$ cat src/rtl/size_patch_pkg.sv
// Shared types and constants for the size-field patch writer: FSM states,
// supported field sizes and the queued request layout.
package size_patch_pkg;

    typedef enum logic {
        IDLE,
        WRITE
    } state_e;

    localparam logic [31:0] PATCH_SIZE_1 = 32'd1;
    localparam logic [31:0] PATCH_SIZE_2 = 32'd2;
    localparam logic [31:0] PATCH_SIZE_4 = 32'd4;

    // addr is carried at full 32 bits; the top keeps only ADDR_WIDTH of it
    typedef struct packed {
        logic [31:0] addr;
        logic [31:0] val;
        logic [2:0]  size;
    } patch_entry_t;

    function automatic logic [31:0] left_justify(input logic [31:0] v, input logic [2:0] size);
        case (size)
            3'd1:    return v << 24;
            3'd2:    return v << 16;
            default: return v;
        endcase
    endfunction

endpackage

$ cat src/rtl/patch_fifo.sv
// Synchronous FIFO with a registered head: entries land in storage first and
// move into the head register on the following edge, so empty-to-valid is one cycle.
module patch_fifo #(
    parameter int DEPTH = 8,
    parameter int WIDTH = 8
) (
    input  logic             clock,
    input  logic             reset_n,
    input  logic             push,
    input  logic [WIDTH-1:0] push_data,
    input  logic             pop,
    output logic [WIDTH-1:0] head,
    output logic             head_valid,
    output logic             full,
    output logic             empty
);
    localparam int PTR_W = $clog2(DEPTH);
    localparam int CNT_W = PTR_W + 1;

    logic [WIDTH-1:0] mem_q [DEPTH];
    logic [PTR_W-1:0] wr_ptr_q, rd_ptr_q;
    logic [CNT_W-1:0] mem_cnt_q, mem_cnt_d, total;
    logic [WIDTH-1:0] head_q;
    logic             head_vld_q;
    logic             pop_ok, push_ok, load;

    // Capacity counts the head register, so DEPTH is the total entry limit.
    assign total   = mem_cnt_q + CNT_W'(head_vld_q);
    assign full    = (total == CNT_W'(DEPTH));
    assign empty   = (total == '0);
    assign pop_ok  = pop && head_vld_q;
    assign push_ok = push && (!full || pop_ok);
    assign load    = (!head_vld_q || pop_ok) && (mem_cnt_q != '0);

    assign head       = head_q;
    assign head_valid = head_vld_q;

    always_comb begin
        mem_cnt_d = mem_cnt_q;
        case ({push_ok, load})
            2'b10:   mem_cnt_d = mem_cnt_q + CNT_W'(1);
            2'b01:   mem_cnt_d = mem_cnt_q - CNT_W'(1);
            default: mem_cnt_d = mem_cnt_q;
        endcase
    end

    always_ff @(posedge clock) begin
        if (push_ok) mem_q[wr_ptr_q] <= push_data;
    end

    always_ff @(posedge clock or negedge reset_n) begin
        if (!reset_n) begin
            wr_ptr_q   <= '0;
            rd_ptr_q   <= '0;
            mem_cnt_q  <= '0;
            head_q     <= '0;
            head_vld_q <= 1'b0;
        end else begin
            mem_cnt_q <= mem_cnt_d;
            if (push_ok) wr_ptr_q <= wr_ptr_q + PTR_W'(1);
            if (load) begin
                head_q     <= mem_q[rd_ptr_q];
                rd_ptr_q   <= rd_ptr_q + PTR_W'(1);
                head_vld_q <= 1'b1;
            end else if (pop_ok) begin
                head_vld_q <= 1'b0;
            end
        end
    end

endmodule

$ cat src/rtl/size_patch_writer.sv
// Queues size-field patch requests and writes each one big-endian, one byte
// per accepted cycle, into the bitstream buffer.
//   state | meaning
//   IDLE  | no patch in flight; pops the queue head when one is available
//   WRITE | presenting the current byte; last accept chains straight into the next patch
module size_patch_writer
    import size_patch_pkg::*;
#(
    parameter int FIFO_DEPTH = 8,
    parameter int ADDR_WIDTH = 32
) (
    input  logic                  clock,
    input  logic                  reset_n,
    input  logic [31:0]           offset_addr,
    input  logic [31:0]           val,
    input  logic [31:0]           byte_size,
    input  logic                  mem_ready,
    output logic                  mem_we,
    output logic [ADDR_WIDTH-1:0] mem_addr,
    output logic [7:0]            mem_wdata,
    output logic                  busy,
    output logic                  overflow,
    output logic                  bad_size,
    output logic [15:0]           patch_count
);
    localparam int ENTRY_W = $bits(patch_entry_t);

    state_e                state_q, state_d;
    logic [ADDR_WIDTH-1:0] addr_q, addr_d;
    logic [31:0]           shift_q, shift_d;
    logic [2:0]            cnt_q, cnt_d;
    logic [15:0]           patch_cnt_q, patch_cnt_d;
    logic                  ovf_q, bad_q;

    logic                  size_ok, req_bad, pop, we;
    logic                  fifo_full, fifo_empty, head_valid;
    logic [ENTRY_W-1:0]    fifo_head;
    patch_entry_t          push_entry, head_entry;

    assign size_ok = (byte_size == PATCH_SIZE_1) || (byte_size == PATCH_SIZE_2) ||
                     (byte_size == PATCH_SIZE_4);
    assign req_bad = (byte_size != '0) && !size_ok;

    assign push_entry = '{addr: 32'(offset_addr[ADDR_WIDTH-1:0]), val: val, size: byte_size[2:0]};
    assign head_entry = patch_entry_t'(fifo_head);

    patch_fifo #(
        .DEPTH (FIFO_DEPTH),
        .WIDTH (ENTRY_W)
    ) u_fifo (
        .clock      (clock),
        .reset_n    (reset_n),
        .push       (size_ok),
        .push_data  (push_entry),
        .pop        (pop),
        .head       (fifo_head),
        .head_valid (head_valid),
        .full       (fifo_full),
        .empty      (fifo_empty)
    );

    always_comb begin
        state_d     = state_q;
        addr_d      = addr_q;
        shift_d     = shift_q;
        cnt_d       = cnt_q;
        patch_cnt_d = patch_cnt_q;
        pop         = 1'b0;
        we          = 1'b0;
        case (state_q)
            IDLE: begin
                if (head_valid) begin
                    pop     = 1'b1;
                    state_d = WRITE;
                    addr_d  = head_entry.addr[ADDR_WIDTH-1:0];
                    shift_d = left_justify(head_entry.val, head_entry.size);
                    cnt_d   = head_entry.size;
                end
            end
            WRITE: begin
                we = 1'b1;
                if (mem_ready) begin
                    addr_d  = addr_q + ADDR_WIDTH'(1);
                    shift_d = shift_q << 8;
                    cnt_d   = cnt_q - 3'd1;
                    if (cnt_q == 3'd1) begin
                        patch_cnt_d = patch_cnt_q + 16'd1;
                        if (head_valid) begin
                            pop     = 1'b1;
                            addr_d  = head_entry.addr[ADDR_WIDTH-1:0];
                            shift_d = left_justify(head_entry.val, head_entry.size);
                            cnt_d   = head_entry.size;
                        end else begin
                            state_d = IDLE;
                        end
                    end
                end
            end
            default: state_d = IDLE;
        endcase
    end

    always_ff @(posedge clock or negedge reset_n) begin
        if (!reset_n) begin
            state_q     <= IDLE;
            addr_q      <= '0;
            shift_q     <= '0;
            cnt_q       <= '0;
            patch_cnt_q <= '0;
            ovf_q       <= 1'b0;
            bad_q       <= 1'b0;
        end else begin
            state_q     <= state_d;
            addr_q      <= addr_d;
            shift_q     <= shift_d;
            cnt_q       <= cnt_d;
            patch_cnt_q <= patch_cnt_d;
            if (size_ok && fifo_full && !pop) ovf_q <= 1'b1;
            if (req_bad) bad_q <= 1'b1;
        end
    end

    assign mem_we      = we;
    assign mem_addr    = addr_q;
    assign mem_wdata   = shift_q[31:24];
    assign busy        = (state_q == WRITE) || !fifo_empty;
    assign overflow    = ovf_q;
    assign bad_size    = bad_q;
    assign patch_count = patch_cnt_q;

endmodule

$ cat config.mk
export PLATFORM = sky130hd
export DESIGN_NAME = size_patch_writer
export DESIGN_NICKNAME = d
export VERILOG_FILES = /design/src/rtl/size_patch_pkg.sv /design/src/rtl/patch_fifo.sv /design/src/rtl/size_patch_writer.sv
export SDC_FILE = /design/constraint.sdc
export NUM_CORES = 1
export LEC_CHECK = 0
export ABC_AREA = 1
export CORE_UTILIZATION = 25
export DETAILED_ROUTE_END_ITERATION = 10
export GPL_TIMING_DRIVEN = 0
export RECOVER_POWER = 25
export SLEW_MARGIN = 20
export SYNTH_ARGS = -nofsm -noshare
export SYNTH_HDL_FRONTEND = slang
export SYNTH_SLANG_ARGS = --single-unit
$ cat constraint.sdc
create_clock -name clock -period 10.55 [get_ports clock]
set_clock_uncertainty 0.2 [all_clocks]
set_input_delay 1.055 -clock clock [delete_from_list [all_inputs] [get_ports clock]]
set_output_delay 1.055 -clock clock [all_outputs]
set_load 0.005 [all_outputs]
Word level (Yosys, flattened, before mapping)

Memories as Yosys holds them, arrays and structs flattened. A register that Yosys moved wholly into a read port is not among the register bits.
Cells that the tools add are included.

Flip-flop bits (word level): 97
Memory bits (writable): 536
Output and inout bits: 60
Logic and storage cells: 85
Memories: 1

Memories:

| name         | depth | bits a word | rd ports | clocked after memory_dff | write ports | line             | source |
|---|---|---|---|---|---|---|---|
| u_fifo.mem_q | 8     | 67          | 1        | 1                        | 1           | patch_fifo.sv:20 | `logic [WIDTH-1:0] mem_q [DEPTH];` |

Add/sub/neg operators: 8
Eq/ne operators: 11
Multiplexer cells: 29
Bitwise gates (word level): 1
Reductions and logical operators: 24

Operator list:

| kind                  | number |
|---|---|
| $mux 32               | 8 |
| $pmux 32 s2           | 3 |
| $add 32x1->32 const B | 1 |
| $eq 32x1->1 const B   | 1 |
| $eq 32x2->1 const B   | 1 |
| $eq 32x3->1 const B   | 1 |
| $reduce_bool 32->1    | 1 |
| $add 16x1->16 const B | 1 |
| $mux 3                | 4 |
| $mux 1                | 10 |
| $pmux 4 s2            | 1 |
| $add 3x1->3 const B   | 2 |
| $eq 3x1->1 const B    | 2 |
| $logic_and 1x1->1     | 6 |
| $logic_not 1->1       | 6 |
| $pmux 3 s2            | 1 |
| $logic_or 1x1->1      | 5 |
| $add 4x1->4           | 1 |
| $add 4x1->4 const B   | 1 |
| $eq 4x4->1 const B    | 1 |
| $logic_not 4->1       | 1 |
| $pmux 1 s2            | 2 |
| $reduce_bool 2->1     | 2 |
| $reduce_bool 4->1     | 1 |
| 10 further kinds      | 10 |

Logic depth before layout (Yosys ltp)

Gate-level depths: netlist of run 1.

Word-level depth: 9
Depth in mapped cells: 21
Depth with buffers taken out: 19

Hierarchy

From an unflattened synthesis of run 1, not the netlist that was laid out.

Cells, all modules: 2706
Area total of the unflattened synthesis: 29559.6 um^2

Modules (own cells, without submodules):

| module            | times used | cells each | area an instance (um^2) |
|---|---|---|---|
| patch_fifo        | 1          | 1903       | 24061.8 |
| size_patch_writer | 1          | 803        | 5497.8 |

Worst setup path after synthesis of run 1

Ideal clock, no wire load.

Kind: input-to-reg
Start point: in byte_size[7]
End point: mem u_fifo.mem_q[6][0] in the netlist's numbering, enable pin
Data arrival time: 6.425 ns
Path slack: 3.351 ns
Cell stages on the path: 7
Buffers on the path: 0
Cell sequence: nor2_1 -> nand2_1 -> a21oi_1 -> nand3_1 -> nor2_1 -> nand2_1 -> nor3_1

Longest elaborated chain between the ends: 6

Ends and longest elaborated chain:

| item                                       | line                    | source |
|---|---|---|
| start: declaration                         | size_patch_writer.sv:16 | `input logic [31:0] byte_size,` |
| $eq 32x1->1 or $eq 32x2->1 (tied branches) | size_patch_writer.sv:40 | `assign size_ok = (byte_size == PATCH_SIZE_1) \|\| (byte_size == PATCH_SIZE_2) \|\|` |
| $logic_or 1x1->1                           | size_patch_writer.sv:40 |  |
| $logic_or 1x1->1 (*)                       | size_patch_writer.sv:40 |  |
| $logic_and 1x1->1 (*)                      | patch_fifo.sv:32        | `assign push_ok = push && (!full \|\| pop_ok);` |
| $mux 1 (*)                                 | patch_fifo.sv:48        | `if (push_ok) mem_q[wr_ptr_q] <= push_data;` |
| $mux 1 (implied by the code) (*)           | patch_fifo.sv:48        |  |
| end: declaration                           | patch_fifo.sv:20        |  |

Every way passes the cells marked *; elsewhere a longest branch is shown, timed or not.

==> results of run 1 <==
how the worst min path moves through the flow:
stage / from / endpoint / slack (ps) / depth (start not counted)
after global routing: patch_count[15]$_DFFE_PN0P_ / patch_count[15]$_DFFE_PN0P_ / 290 / 1
after CTS: reset_n / mem_addr[23]$_DFFE_PN0P_ / 280 / 1
final: patch_count[15]$_DFFE_PN0P_ / patch_count[15]$_DFFE_PN0P_ / 280 / 1
after floorplan: u_fifo.head[44]$_DFFE_PN0P_ / u_fifo.head[44]$_DFFE_PN0P_ / 240 / 2
after detailed placement: shift_q[6]$_DFFE_PN0P_ / shift_q[6]$_DFFE_PN0P_ / 270 / 2
after global placement: shift_q[1]$_DFFE_PN0P_ / shift_q[1]$_DFFE_PN0P_ / 260 / 2
metal layers:
layer,up-vias,track usage [%],part of all wire (%)
met3,175,3.39,8.7
li1,9699,-,-
met5,-,0,0.11
met1,10300,20.0,43
met2,860,23.2,45
met4,18,5.67,2.8
stage by stage:
step,hold slack (ps),util (%),cells,power (mW),instance area [um2]
floorplan,244,-,2611,3.75,29200
global placement,264,28.4,4281,4.24,32600
detailed placement,265,29.0,4332,4.25,33300
CTS,278,31.0,4465,6.79,35700
global route,291,31.0,4470,7.02,35700
finish,280,31.0,4470,6.76,35700
registers in the layout, indices dropped and copies added, names as in the netlist:
name               count
u_fifo.mem_q         536
u_fifo.head           67
mem_addr              32
shift_q               32
patch_count           16
u_fifo.mem_cnt_q       4
cnt_q                  3
u_fifo.rd_ptr_q        3
u_fifo.wr_ptr_q        3
bad_size               1
overflow               1
state_q                1
u_fifo.head_valid      1
cell type report:
class	count	area, um2	share of cell area [%]
inverters	115	439	1.23
diodes	5	12.5	0.0351
multi-input cells	1642	7720	21.6
well taps	1512	1890	5.30
repair buffers	209	2230	6.24
flip-flops and latches	700	20200	56.6
clock inverters	42	394	1.10
clock buffers	91	1950	5.48
plain buffers	154	848	2.38
power groups by stage:
stage | logic [mW] | clock network (mW) | registers [mW]
final | 0.887 | 2.55 | 3.33
after global routing | 0.985 | 2.69 | 3.34
after CTS | 0.881 | 2.59 | 3.32
after detailed placement | 0.876 | 0 | 3.38
after global placement | 0.861 | 0 | 3.38
after floorplan | 0.477 | 0 | 3.27
kinds of logic after synthesis:
family / Yosys count / share of synthesized area, %
buffers and inverters: 269 / 4.42
adders and majority gates: 11 / 0.472
AOI/OAI and AO/OA: 603 / 11.3
DFF: 700 / 69.3
xor gates and xnor gates: 24 / 0.721
and+or+nand+nor: 1004 / 13.8
layout by cell type, fill, tap and decap left out, types with 12 or more instances in the layout:
cell	n
nand3_1	108
clkbuf_16	73
clkbuf_1	73
nor2_1	531
o21ai_1	70
buf_2	51
o21ai_0	366
buf_6	23
edfxtp_1	536
clkinv_2	12
inv_1	109
o211ai_1	95
dlygate4sd3_1	38
dfrtp_1	164
a21oi_1	49
nand2_1	322
clkdlybuf4s50_1	119
buf_4	47
xor2_1	18
==> flow_metrics.tcl, run 1 <==
set metrics [dict create \
    critPathSlowestCell "clkbuf_1" \
    fp.dieW_um 344 \
    clkSlewWorstSetupHoldPaths_ps 60 \
    cts_resized 0 \
    syn_area_um2 29200 \
    yosysTopAreaCellShare_pct 55.2 \
    drt_wl_total_mm 88.6 \
    synthTopCellsByArea "edfxtp_1, dfrtp_1, nor2_1" \
    grt-ovfl-total 0 \
    relSlewSlack_pct -243 \
    grt_use_total_pct 14.9 \
    hold_class "flop to flop" \
    rsz0062_at_grt "false" \
    yosys.cell_types.count 42 \
    max_stage_delay_ps 3530 \
    wire_per_inst_um 19.8 \
    swShare_pct 27.2 \
    n_fill_cell 11500 \
    crit_arrival_ps 4670 \
    vias 21000 \
    worst_pin_slew_ps 5140 \
    rr_endpoint "u_fifo.mem_q[2][63]$_DFFE_PP_" \
    period_needed_ps 5380 \
    switchingPower_mw 1.84 \
    dpl_worst_slack_ps 5190 \
    rr_worst_depth 14 \
    required_ps 9840 \
    clk_latency_ps 630 \
    p_leak_nw 12.7 \
    cts_max_path_buffers 3 \
    die_area_um2 118000 \
    core_um2 115000 \
    rrSetupSlack_ps 6760 \
    clock_sinks 700 \
    ys_seq_elements 700 \
    synth.avg_cell_area_um2 11.2 \
    area_growth_pct 22.4 \
    setup_viol 0 \
    antenna_found_initial 27 \
    numCtsBuffers 73 \
    crit_path_max_fanout 90 \
    ant_nets 0 \
    final_hold_viol_count 0 \
    drc 0 \
    root_buffer "clkbuf_16" \
    setup_ws_ps 5170 \
    endpoint "u_fifo.head[21]$_DFFE_PN0P_" \
    initial_core_util_pct 25.4 \
    die_h_um 344 \
    synth_nets 2721 \
    grt_pass1_vias 20500 \
    drv_slew 91 \
    p_per_area_nw_per_um2 189 \
    r2r_start "cnt_q[1]$_DFFE_PN0P_" \
    ys_seq_area_share_pct 69.3 \
    syn-instance-count 2611 \
    pin_count 159 \
    cp.depth 1 \
    nets 3005 \
    async_flop_share_pct 23.4 \
    synth_edf_count 536 \
    pwr-share-comb_pct 13.1 \
    num_rows 124 \
    violations "max-capacitance violations, max-slew violations" \
    ir_drop_v 0.000114 \
    startpoint "reset_n" \
    power.internal_mw 4.92 \
    fmax_mhz 186 \
    crit_chain "clkbuf_1" \
    post-dp-hpwl_mm 63.3 \
    crit_buf_inv 1 \
    yosysMostFrequentCell "edfxtp_1" \
    period_share_pct 51.0 \
    viasPerCell 4.70 \
    netlist.top_cell.by_area "edfxtp_1" \
    hold_buffers 0 \
    cap_violations 1 \
    yosys_warnings 0 \
    grt_pass1_wl_mm 132 \
    critical_path.startpoint_type "input port" \
    cts_tree "built" \
    worstSetupPathType "input port to asynchronous set/reset pin" \
    worstSetupEndpointType "asynchronous set/reset pin" \
    p_seq_share_pct 49.2 \
    ys.flop_type "edfxtp_1" \
    gp_congestion 0.927 \
    io_buffer_count 158 \
    grt_max_degree 91 \
    synthTopCellsByCount "edfxtp_1, nor2_1, o21ai_0" \
    clkPwrFrac_pct 37.6 \
    layout-drive-gt1-share_pct 9.24 \
    cp_top_family "buffers and inverters" \
    firstDrtPassIters 6 \
    setup_tns_ps 0 \
    status "finished with violations" \
    initialDrtViolationCount 2199 \
    post_cts_buffers 0 \
    htree_num_levels 3 \
]
Power figures use the tool's default switching activity.
==> run 2: changes to the inputs <==
==> constraint.sdc (replaced) <==
create_clock -name clock -period 4.7 [get_ports clock]
set_clock_uncertainty 0.2 [all_clocks]
set_input_delay 0.47 -clock clock [delete_from_list [all_inputs] [get_ports clock]]
set_output_delay 0.47 -clock clock [all_outputs]
set_load 0.005 [all_outputs]
==> run 2 against run 1 <==
Clock power up 140%. Highest routed layer unchanged. Largest cell class unchanged. Cell count rose by 0.13%. Worst setup slack got worse by 4500 ps. The run still ends with max-capacitance violations, max-slew violations left.
==> flow_metrics.tcl, run 2 (synthesis results as in run 1) <==
set metrics [dict create \
    status "finished with violations" \
    violations "max-capacitance violations, max-slew violations" \
    gp_congestion 0.922 \
    place_area_um2 33300 \
    wl_met3_mm 7.75 \
    rsz0062_at_grt "false" \
    wl_met2_mm 40.2 \
    htree_num_levels 3 \
    fp.dieW_um 344 \
    nets 3010 \
    antenna_found_initial 22 \
    worstSetupPathType "input port to flop" \
    max_stage_delay_ps 670 \
    p_leak_nw 12.8 \
    power_mw 15.5 \
    rrSetupSlack_ps 1050 \
    clkSlewWorstSetupHoldPaths_ps 60 \
    grt_use_total_pct 14.8 \
    wl_met1_mm 38.0 \
    period_share_pct 86.4 \
    fin_area_um2 35900 \
    setup_viol 0 \
    highest_layer "met5" \
    drv_slew 32 \
    grt_max_degree 69 \
    p_per_area_nw_per_um2 433 \
    firstDrtPassIters 6 \
    clock_sinks 700 \
    io_buffer_count 158 \
    critPathSlowestCell "clkdlybuf4s50_1" \
    die_area_um2 118000 \
    crit_top_cell "buf_4" \
    layout_commonest_cell "edfxtp_1" \
    drt_wl_total_mm 88.2 \
    endpoint "u_fifo.mem_q[4][17]$_DFFE_PP_" \
    rr_endpoint "u_fifo.mem_q[4][17]$_DFFE_PP_" \
    root_buffer "clkbuf_16" \
    cts_resized 0 \
    r2r_start "u_fifo.head_valid$_DFFE_PN0P_" \
    drc 0 \
    post-dp-hpwl_mm 62.5 \
    post_cts_buffers 0 \
    period_needed_ps 4060 \
    largest_register "u_fifo.mem_q" \
    startpoint "byte_size[1]" \
    initial_core_util_pct 25.4 \
    area_growth_pct 23.0 \
    num_rows 124 \
    clk_latency_ps 630 \
    pin_count 159 \
    hold_buffers 1 \
    hold_depth 1 \
    cap_violations 1 \
    hold_class "flop to flop" \
    mostFrequentLayoutCells "edfxtp_1, nor2_1, o21ai_0" \
    rr_worst_depth 13 \
    viasPerCell 4.68 \
    seqCellArea_um2 20200 \
    crit_path_max_fanout 10 \
    crit_arrival_ps 4170 \
    multi_input_area_um2 7720 \
    required_ps 4810 \
    layout-drive-gt1-share_pct 9.26 \
    relSlewSlack_pct -26.0 \
    crit_chain "clkdlybuf4s50_1, nor2_1, inv_1, nand2_1, nand3_1, nor2_2, nand2_1, nor3_2, buf_4, buf_6, buf_4, buf_4, buf_4" \
    critical_path.startpoint_type "input port" \
    worstSetupEndpointType "flop" \
    ir_drop_v 0.000243 \
    cts_tree "built" \
    n_fill_cell 11500 \
    largest_reg_flops 536 \
    numCtsBuffers 76 \
    fmax_mhz 246 \
    grt-ovfl-total 0 \
    wire_per_inst_um 19.7 \
    initialDrtViolationCount 2352 \
    vias 20900 \
    grt_pass1_wl_mm 130 \
    worst_pin_slew_ps 1890 \
    ant_nets 0 \
    setup_tns_ps 0 \
    grt_pass1_vias 19800 \
    die_h_um 344 \
    final_hold_viol_count 0 \
    core_um2 115000 \
    cts_max_path_buffers 3 \
]
run 2: worst min-delay path by stage:
stage	startpoint	end	slack (ps)
finish	patch_count[15]$_DFFE_PN0P_	patch_count[15]$_DFFE_PN0P_	270
global route	shift_q[3]$_DFFE_PN0P_	shift_q[3]$_DFFE_PN0P_	290
CTS	reset_n	mem_addr[18]$_DFFE_PN0P_	80
detailed placement	reset_n	mem_addr[18]$_DFFE_PN0P_	150
global placement	patch_count[15]$_DFFE_PN0P_	patch_count[15]$_DFFE_PN0P_	260
floorplan	reset_n	bad_size$_DFFE_PN0P_	-30
run 2: critical path, delay by kind of cell:
kind,cells,cell delay (ps)
buffers and inverters,7,1800
and+or+nand+nor,6,1860
run 2: stage by stage:
stage | hold WS [ps] | worst slack [ps] | instances | util (%)
after floorplan | -25.6 | -2030 | 2611 | -
after global placement | 264 | -8360 | 4281 | 28.4
after detailed placement | 154 | -314 | 4333 | 29.0
after CTS | 82.2 | 323 | 4471 | 31.2
after global routing | 290 | 406 | 4474 | 31.2
final | 269 | 640 | 4476 | 31.2
run 2: per-layer routing:
layer | GRT usage [%] | up-vias
met3 | 3.30 | 163
met2 | 23.2 | 931
met4 | 4.32 | 18
met1 | 20.3 | 10100
met5 | 0 | -
li1 | - | 9704
run 2: area by class of cell:
class	instances	share of cell area, %
Multi-Input combinational cell	1642	21.5
Tap cell	1512	5.27
Inverter	115	1.22
Buffer	154	2.37
Clock inverter	33	1.12
Sequential cell	700	56.3
Timing Repair Buffer	211	6.22
Clock buffer	104	5.91
Antenna cell	5	0.0349
run 2: power by group:
part           switching (mW)  total, mW  internal [mW]
logic                    1.21       2.02          0.804
clock network            2.46       6.07           3.61
registers               0.456       7.45           6.99
total                    4.12       15.5           11.4
==> RTL edit (config.mk and constraints of run 2) <==
`addr_q` no longer has a reset.
--- a/src/rtl/size_patch_writer.sv
+++ b/src/rtl/size_patch_writer.sv
@@ -103,7 +103,6 @@
     always_ff @(posedge clock or negedge reset_n) begin
         if (!reset_n) begin
             state_q     <= IDLE;
-            addr_q      <= '0;
             shift_q     <= '0;
             cnt_q       <= '0;
             patch_cnt_q <= '0;
@@ -111,13 +110,16 @@
             bad_q       <= 1'b0;
         end else begin
             state_q     <= state_d;
-            addr_q      <= addr_d;
             shift_q     <= shift_d;
             cnt_q       <= cnt_d;
             patch_cnt_q <= patch_cnt_d;
             if (size_ok && fifo_full && !pop) ovf_q <= 1'b1;
             if (req_bad) bad_q <= 1'b1;
         end
+    end
+
+    always_ff @(posedge clock) begin
+        addr_q <= addr_d;
     end
 
     assign mem_we      = we;
Check against the original RTL: differs if reset_n is asserted again (counterexample within 4 cycles, from zero or initial values and one cycle with reset_n low); with reset_n held inactive, the same outputs for 4 cycles.
==> RTL edit against run 2 <==
  * The flow still finishes with violations (capacitance limit, slew limit)
  * Design area grew 1.7%
  * First-iteration DRC count shrank 21%
  * Setup slack gained 0.22 ns
  * Sequential cell count is the same
  * Synthesized area grew 1.9%
  * Cell count grew 1.7%
  * Critical path depth shrank 3
  * Wire length shrank 0.77%
Power is not compared: it rests on default switching activity, and its combinational part moved more than twofold at a synthesized area within 25%.
==> RTL edit: results (changes against run 2) <==
[grt]
grt_use_met1_pct = 19.0  ; was 20.3%
met3_usage_pct = 3.01  ; was 3.30%
grt_max_degree = 84  ; was 69
grt_pass1_wl_um = 131000  ; was 130000 um
grt_pass1_vias = 20200  ; was 19800
antenna_found_initial = 29  ; was 22
globalRouteTotalUtil_pct = 14.4  ; was 14.8%
grt_use_met2_pct = 23.4  ; was 23.2%

[synth]
synthTopCellsByArea = edfxtp_1 57%, dfrtp_1 11%, nand2_1 6.2%, inv_1 4.5%, nand3_1 4.2%  ; was edfxtp_1 55%, dfrtp_1 14%, nor2_1 6.9%, o21ai_0 6.3%, nand2_1 4.1%
ys_types = 36  ; was 42
synthesis.nets = 2788  ; was 2721
synthesis.instances = 2678  ; was 2611
async_reset_ff_share_pct = 18.9  ; was 23.4%
yosys.area.top_type_share_pct = 57.4  ; was 55.2%
ys_top_cells_by_count = 568 x edfxtp_1, 490 x nand2_1, 354 x inv_1, 251 x nand3_1, 187 x o21ai_0  ; was 536 x edfxtp_1, 535 x nor2_1, 366 x o21ai_0, 322 x nand2_1, 164 x dfrtp_1
yosysWarnings = 0  ; unchanged
synth_edf_count = 568  ; was 536
yosysSeqAreaShare_pct = 68.5  ; was 69.3%

[layout]
final_cells = 4554  ; was 4476
regMostFlops = u_fifo.mem_q  ; unchanged
fin_nets = 3063  ; was 3010
drive_above_1_share_pct = 8.86  ; was 9.26%
largest_reg_flops = 536  ; unchanged

[clock_tree]
cts_buffers = 74  ; was 76
clkSlewWorstSetupHoldPaths_ns = 0.05
hold_buffers = 1  ; unchanged
cts_setup_buffers = 0  ; unchanged
post_cts_resized = 0  ; unchanged
cts_buffer_depth = 3  ; unchanged
clock_latency_ns = 0.63  ; about the same
clock-root-buffer = clkbuf_16  ; unchanged

[route]
dr_wl_met3_um = 7030  ; was 7750 um
drtPass1Iterations = 6  ; unchanged
initialDrtViolationCount = 1869  ; was 2352
met1_length_um = 36900  ; was 38000 um
vias = 20800  ; was 20900
top_layer = met5  ; unchanged
wl_per_cell_um = 19.2  ; was 19.7 um
met2_wirelength_um = 40800  ; was 40200 um

[placement]
place.gp.congestion = 0.886  ; was 0.922
dp.cells = 4412  ; was 4333
place_ws_ns = 0.183  ; was -0.314 ns
dp_hpwl_um = 62100  ; was 62500 um
place_area_um2 = 34000  ; was 33300 um2
port_buffers = 158  ; unchanged

[setup_path]
worstPathArrival_ns = 3.96  ; was 4.17 ns
cp_max_fo = 11  ; was 10
cp_slowest_cell = clkdlybuf4s50_1  ; unchanged
cpPeakStageDelay_ns = 0.68
cp_top_family = simple AND/OR/NAND/NOR gates  ; unchanged

[sta]
worst_pin_slew_ns = 2.89  ; was 1.89 ns
drv_slew = 50  ; was 32

[flow_run]
cap_violations = 1  ; unchanged

[run_status]
violations = capacitance limit, slew limit  ; unchanged
status = finished, violations left  ; unchanged

[pwr]
ir_drop_uv = 307
p_leak_nw = 13.9

[hold_path]
hp-class = flop to flop  ; unchanged

[RTL edit: cell count changes in the layout (fill, tap and decap cells not counted), moves of 40 or more]
| cell | delta |
|---|---|
| nor2_1 | -395 |
| inv_1 | +245 |
| o21ai_0 | -179 |
| nand2_1 | +168 |
| nand3_1 | +143 |
| a21oi_1 | +108 |
| o21ai_1 | -69 |
| o211ai_1 | +40 |
[RTL edit: final timing paths]
| path | startpoint | cells past startpoint | end | slack [ns] |
|---|---|---|---|---|
| max in group asynchronous | reset_n | 2 | u_fifo.head[18] | 1.52 |
| worst max-delay path | byte_size[0] | 10 | u_fifo.mem_q[0][20] | 0.86 |
| worst max register to register | u_fifo.head_valid | 12 | u_fifo.mem_q[0][20] | 0.97 |
| worst min register to register | bad_size | 2 | bad_size | 0.28 |
| min in group asynchronous | reset_n | 2 | patch_count[12] | 1.13 |
| worst min-delay path | bad_size | 2 | bad_size | 0.28 |
[RTL edit: area by class of cell]
type / instances / area, um2
Fill cell: 11900 / 81400
Sequential cell: 700 / 20400
Multi-Input combinational cell: 1472 / 7320
Timing Repair Buffer: 199 / 2310
Clock buffer: 86 / 1990
Tap cell: 1536 / 1920
Inverter: 360 / 1350
Buffer: 146 / 762
Clock inverter: 49 / 463
Antenna cell: 6 / 15.0
[RTL edit: kinds of logic after synthesis]
logic type	synth area share [%]
and+or+nand+nor	13.3
xor gates and xnor gates	0.943
buffers and inverters	7.11
AOI/OAI and AO/OA	9.63
DFF	68.5
adders and majority gates	0.463
[RTL edit: report_power, final]
group	internal [W]	switching, W
Combinational	0.00227	0.00475
Clock	0.00344	0.00250
Sequential	0.00739	0.000580
Total	0.0131	0.00783
